===== src/rtl/hamming74_pkg.sv =====
// Hamming [7,4] shared definitions: word types, bit positions and the
// pure syndrome/data-extraction helpers used by encoder and decoder.
package hamming74_pkg;

  typedef logic [2:0] syndrome_t;
  typedef logic [6:0] codeword_t;
  typedef logic [3:0] data_t;

  // Codeword index of each Hamming position (index = position - 1)
  localparam int P1 = 0;
  localparam int P2 = 1;
  localparam int D0 = 2;
  localparam int P4 = 3;
  localparam int D1 = 4;
  localparam int D2 = 5;
  localparam int D3 = 6;

  localparam logic [15:0] ERR_CNT_MAX = 16'hFFFF;

  // Each syndrome bit covers the positions whose number has that bit set
  function automatic syndrome_t calc_syndrome(codeword_t c);
    return {c[P4] ^ c[D1] ^ c[D2] ^ c[D3],
            c[P2] ^ c[D0] ^ c[D2] ^ c[D3],
            c[P1] ^ c[D0] ^ c[D1] ^ c[D3]};
  endfunction

  // Data word is {pos7, pos6, pos5, pos3}
  function automatic data_t extract_data(codeword_t c);
    return {c[D3], c[D2], c[D1], c[D0]};
  endfunction

endpackage


===== src/rtl/hamming74_syndrome.sv =====
// Combinational Hamming [7,4] syndrome generator. Shared between the
// decoder and the encoder-side self-check.
module hamming74_syndrome
  import hamming74_pkg::*;
(
  input  logic [6:0] codeword_i,
  output logic [2:0] syndrome_o
);

  assign syndrome_o = calc_syndrome(codeword_t'(codeword_i));

endmodule


===== src/rtl/hamming_decoder.sv =====
// Hamming [7,4] single-error-correcting decoder, one-cycle latency.
// Optional feature: define HAMMING_ERR_COUNT_EN to add a saturating
// 16-bit count of edges that saw a non-zero syndrome (err_count port).
module hamming_decoder
  import hamming74_pkg::*;
(
  input  logic        clk,
  input  logic        rst_n,
  input  logic [6:0]  codeword,
  output logic [2:0]  syndrome,
  output logic [3:0]  data
`ifdef HAMMING_ERR_COUNT_EN
  ,
  output logic [15:0] err_count
`endif
);

  syndrome_t syn;
  codeword_t flip_mask;
  codeword_t corrected;
  syndrome_t syndrome_q, syndrome_d;
  data_t     data_q, data_d;

  hamming74_syndrome u_syndrome (
    .codeword_i (codeword),
    .syndrome_o (syn)
  );

  // Flip the bit the syndrome points at; syndrome 0 means leave word alone
  always_comb begin
    flip_mask = '0;
    if (syn != 3'd0) flip_mask = codeword_t'(7'b1 << (syn - 3'd1));
    corrected  = codeword ^ flip_mask;
    syndrome_d = syn;
    data_d     = extract_data(corrected);
  end

  // Output registers; reset wins over the decode of the same edge
  always_ff @(posedge clk) begin
    if (!rst_n) begin
      syndrome_q <= '0;
      data_q     <= '0;
    end else begin
      syndrome_q <= syndrome_d;
      data_q     <= data_d;
    end
  end

  assign syndrome = syndrome_q;
  assign data     = data_q;

`ifdef HAMMING_ERR_COUNT_EN
  logic [15:0] err_cnt_q, err_cnt_d;

  // Count decoded errors, holding at all-ones instead of wrapping
  always_comb begin
    err_cnt_d = err_cnt_q;
    if (syn != 3'd0 && err_cnt_q != ERR_CNT_MAX) err_cnt_d = err_cnt_q + 16'd1;
  end

  // Counter register, aligned with the syndrome register
  always_ff @(posedge clk) begin
    if (!rst_n) err_cnt_q <= '0;
    else        err_cnt_q <= err_cnt_d;
  end

  assign err_count = err_cnt_q;
`endif

endmodule


===== config.mk =====
export PLATFORM = sky130hd
export DESIGN_NAME = hamming_decoder
export DESIGN_NICKNAME = d
export VERILOG_FILES = /design/src/rtl/hamming74_pkg.sv /design/src/rtl/hamming74_syndrome.sv /design/src/rtl/hamming_decoder.sv
export SDC_FILE = /design/constraint.sdc
export NUM_CORES = 1
export LEC_CHECK = 0
export ABC_AREA = 1
export ABC_CLOCK_PERIOD_IN_PS = 2100
export CAP_MARGIN = 15
export CORE_MARGIN = 2
export CORE_UTILIZATION = 28
export DETAILED_ROUTE_END_ITERATION = 16
export PLACE_DENSITY = 0.58
export SYNTH_ARGS = -nofsm -noshare
export SYNTH_HDL_FRONTEND = slang
export SYNTH_SLANG_ARGS = --single-unit

===== constraint.sdc =====
create_clock -name clk -period 2.1 [get_ports clk]
set_input_delay 0.42 -clock clk [delete_from_list [all_inputs] [get_ports clk]]
set_output_delay 0.42 -clock clk [all_outputs]
set_load 0.1 [all_outputs]

==> summary.txt <==
Layout
  – Layout Cells excl Fill: 145
  – Layout cell share with drive strength beyond 1: 35.6%
  – ANT cells: 0
  – Area grow syn2layout: 52.6%
  – Final instance area: 871 sq um
  – Final-stage net count: between 100 and 150

Place
  – Placed insts: 141
  – Placed Area: 793 sq um
  – Post-DP HPWL: 967 microns
  – Number of port buffers: 15
  – RD Place Congestion: 0.763

Timing
  – RSZ-0062 raised after global routing: no
  – Final hold vios: 0
  – Final Cycle Share: 88.4%
  – Setup violators final: 0
  – TNS Setup: 0 ns
  – Max Transition Viols Final: 0
  – Min cycle time layout: 1.86 ns
  – Fmax: 0.539 GHz
  – Worst slew pin tran: ~0.32 ns
  – Slew headroom: 78.8%

Floorplanning
  – Core ar.: slightly below 2000 sq um
  – Full die area: 2410 sq um
  – Io pins: 16
  – Chip Height: 49.1 microns
  – Initial Util: 29.4%
  – Number of cell rows: 16
  – Chip width: between 40 and 50 microns

Yosys
  – Cells after Synth: 92
  – Total nets after synthesis: just over 100
  – Synthesized cell area: 571 sq um
  – Simple-gate share of the synthesized area: between 40% and 50%
  – Synth Area in Adders: 2.19%
  – Synth Warn #: 0
  – Syn_area_per_cell: 6.20 sq um
  – Compound-cell area share of the yosys netlist: 0%
  – Multiplexer share of the synthesized area: 0%
  – Register area share after synthesis: 24.6%
  – Largest family of logic cells by synthesized area: simple AND/OR/NAND/NOR gates
  – Synth cell types: 17
  – Register bit total from synthesis: 7
  – Synth Area in XOR/XNOR: under 10%

Route
  – Avg WL per Cell: 8.16 microns
  – ANT nets after route: 0
  – DRT iter0 DRCs: 2
  – Drt total wl: 1180 microns
  – Drt drc: 0
  – DR vias: between 500 and 600
  – Pre-antenna DRT Iters: 4
  – Via/cell ratio: 4.12

Clock tree
  – Hold_buf cts: 0
  – Sink Count: 7
  – Post-CTS Setup Repair Bufs: 0
  – Inserted Clock Buffers: 3
  – Clock Pin Slew Worst Setup and Hold Paths: 0.05 ns
  – CTS H-tree depth: 1
  – Root Buffer: clkbuf_4
  – CTS tree: yes
  – Max clock buf depth: 2
  – Post-CTS sizing: 0

Critical path
  – Critical Path RT: 2.29 ns
  – WP data arrival: 2.05 ns
  – CP endpoint kind: flip-flop
  – Setup crit start: codeword[3]
  – Crit start category: primary input
  – Setup CP Type: primary input to flip-flop
  – CP Capture Point: data[1]$_SDFF_PN0_
  – Crit path max fanout: 6

Global routing
  – Initial antenna violation count: 0
  – Gr usage total: 11.2%
  – Total grt overflow: 0
  – Vias in the first global route: around 550
  – Largest net degree at the start of global routing: 8
  – First-pass GRT wire length: 2060 microns

Worst hold path
  – Hold Startpoint: codeword[2]
  – Hold Path Class: primary input to flip-flop

Power
  – Overall power: between 0.5 and 0.6 mW
  – Max VDD drop: 316 uV
  – Leak: around 0.52 nW
  – Pwr per Cell Area: 668 nW/um^2

Run status
  – Status: finished, final reports clean

Job
  – Max-cap viol count: 0
-- cell usage after synthesis (all sizes together) --
library cell / n / area share (%)
nand2: 31 / 25
nand4: 4 / 4.4
buf: 4 / 6.8
xor2: 1 / 1.5
inv: 15 / 10
nand3: 3 / 2.6
nor2: 22 / 16
dfxtp: 7 / 25
xnor2: 4 / 6.1
ha: 1 / 2.2
-- layout make-up --
cell class              count  area [sq um]
repair buffers             26           246
inverters                  15          58.8
well taps                  27          33.8
multi-input cells          66           365
clock buffers               4          26.3
fillers                   202          1070
flip-flops and latches      7           140
-- per-layer routing --
layer	global-route usage, %	vias up	routed length [microns]
met3	2.15	3	54
met2	20.7	15	612
met4	8.57	0	30
met5	0	-	0
li1	-	324	-
met1	10.7	256	485
-- flip-flops by register name, indices dropped and copies added (netlist names) --
signal / cells
syndrome: 3
data: 4
-- report_power, final --
group	internal [mW]	total, mW	switching [mW]
logic	0.106	0.314	0.208
registers	0.147	0.150	0.00301
clock network	0.0723	0.118	0.0458
-- layout by cell type (no fill, tap or decap) --
cell,netlist,layout
nor2_2,1,4
nand3_1,3,2
dfxtp_1,7,7
nand2_4,2,3
clkbuf_1,0,1
nand2_2,5,7
clkbuf_4,0,3
nand4_1,4,4
inv_1,11,11
nor2_1,20,17
nor2_4,1,1
ha_1,1,1
buf_6,3,1
buf_12,0,1
clkdlybuf4s50_1,0,2
nand3_2,0,1
xor2_2,0,1
xnor2_1,4,4
nand2_1,24,21
dlymetal6s2s_1,0,6
inv_2,3,3
buf_4,0,16
inv_4,1,1
-- per-stage QoR --
step	utilization (%)	hold slack [ns]	setup slack (ns)
floorplan	-	0.541	0.391
global placement	40.9	0.918	-0.217
detailed placement	40.9	0.916	-0.203
CTS	42.2	0.817	0.0487
global route	44.8	0.679	0.114
finish	44.8	0.662	0.244
-- worst min path at each step --
stage                               to  slack (ns)  cells after the start
floorplan           data[1]$_SDFF_PN0_        0.54                      2
global placement           syndrome[2]        0.92                      1
detailed placement         syndrome[0]        0.92                      1
CTS                 data[1]$_SDFF_PN0_        0.82                      3
global route        data[0]$_SDFF_PN0_        0.68                      5
finish              data[0]$_SDFF_PN0_        0.66                      5
-- cells by family (layout without fill, tap and decap cells) --
group,count (synthesis),count (layout)
simple gates,60,60
buf+inv,19,45
xor+xnor,5,5
flops,7,7
fa+ha+maj,1,1
-- worst max-delay path, stage by stage --
cell	delay, ns
clkdlybuf4s50_1	0.41
xnor2_1	0.19
xnor2_1	0.13
inv_1	0.07
ha_1	0.32
nor2_4	0.18
nand2_1	0.08
nor2_1	0.10
nor2_1	0.05
nor2_1	0.08
Note: power is estimated with default switching activity, not from simulation.
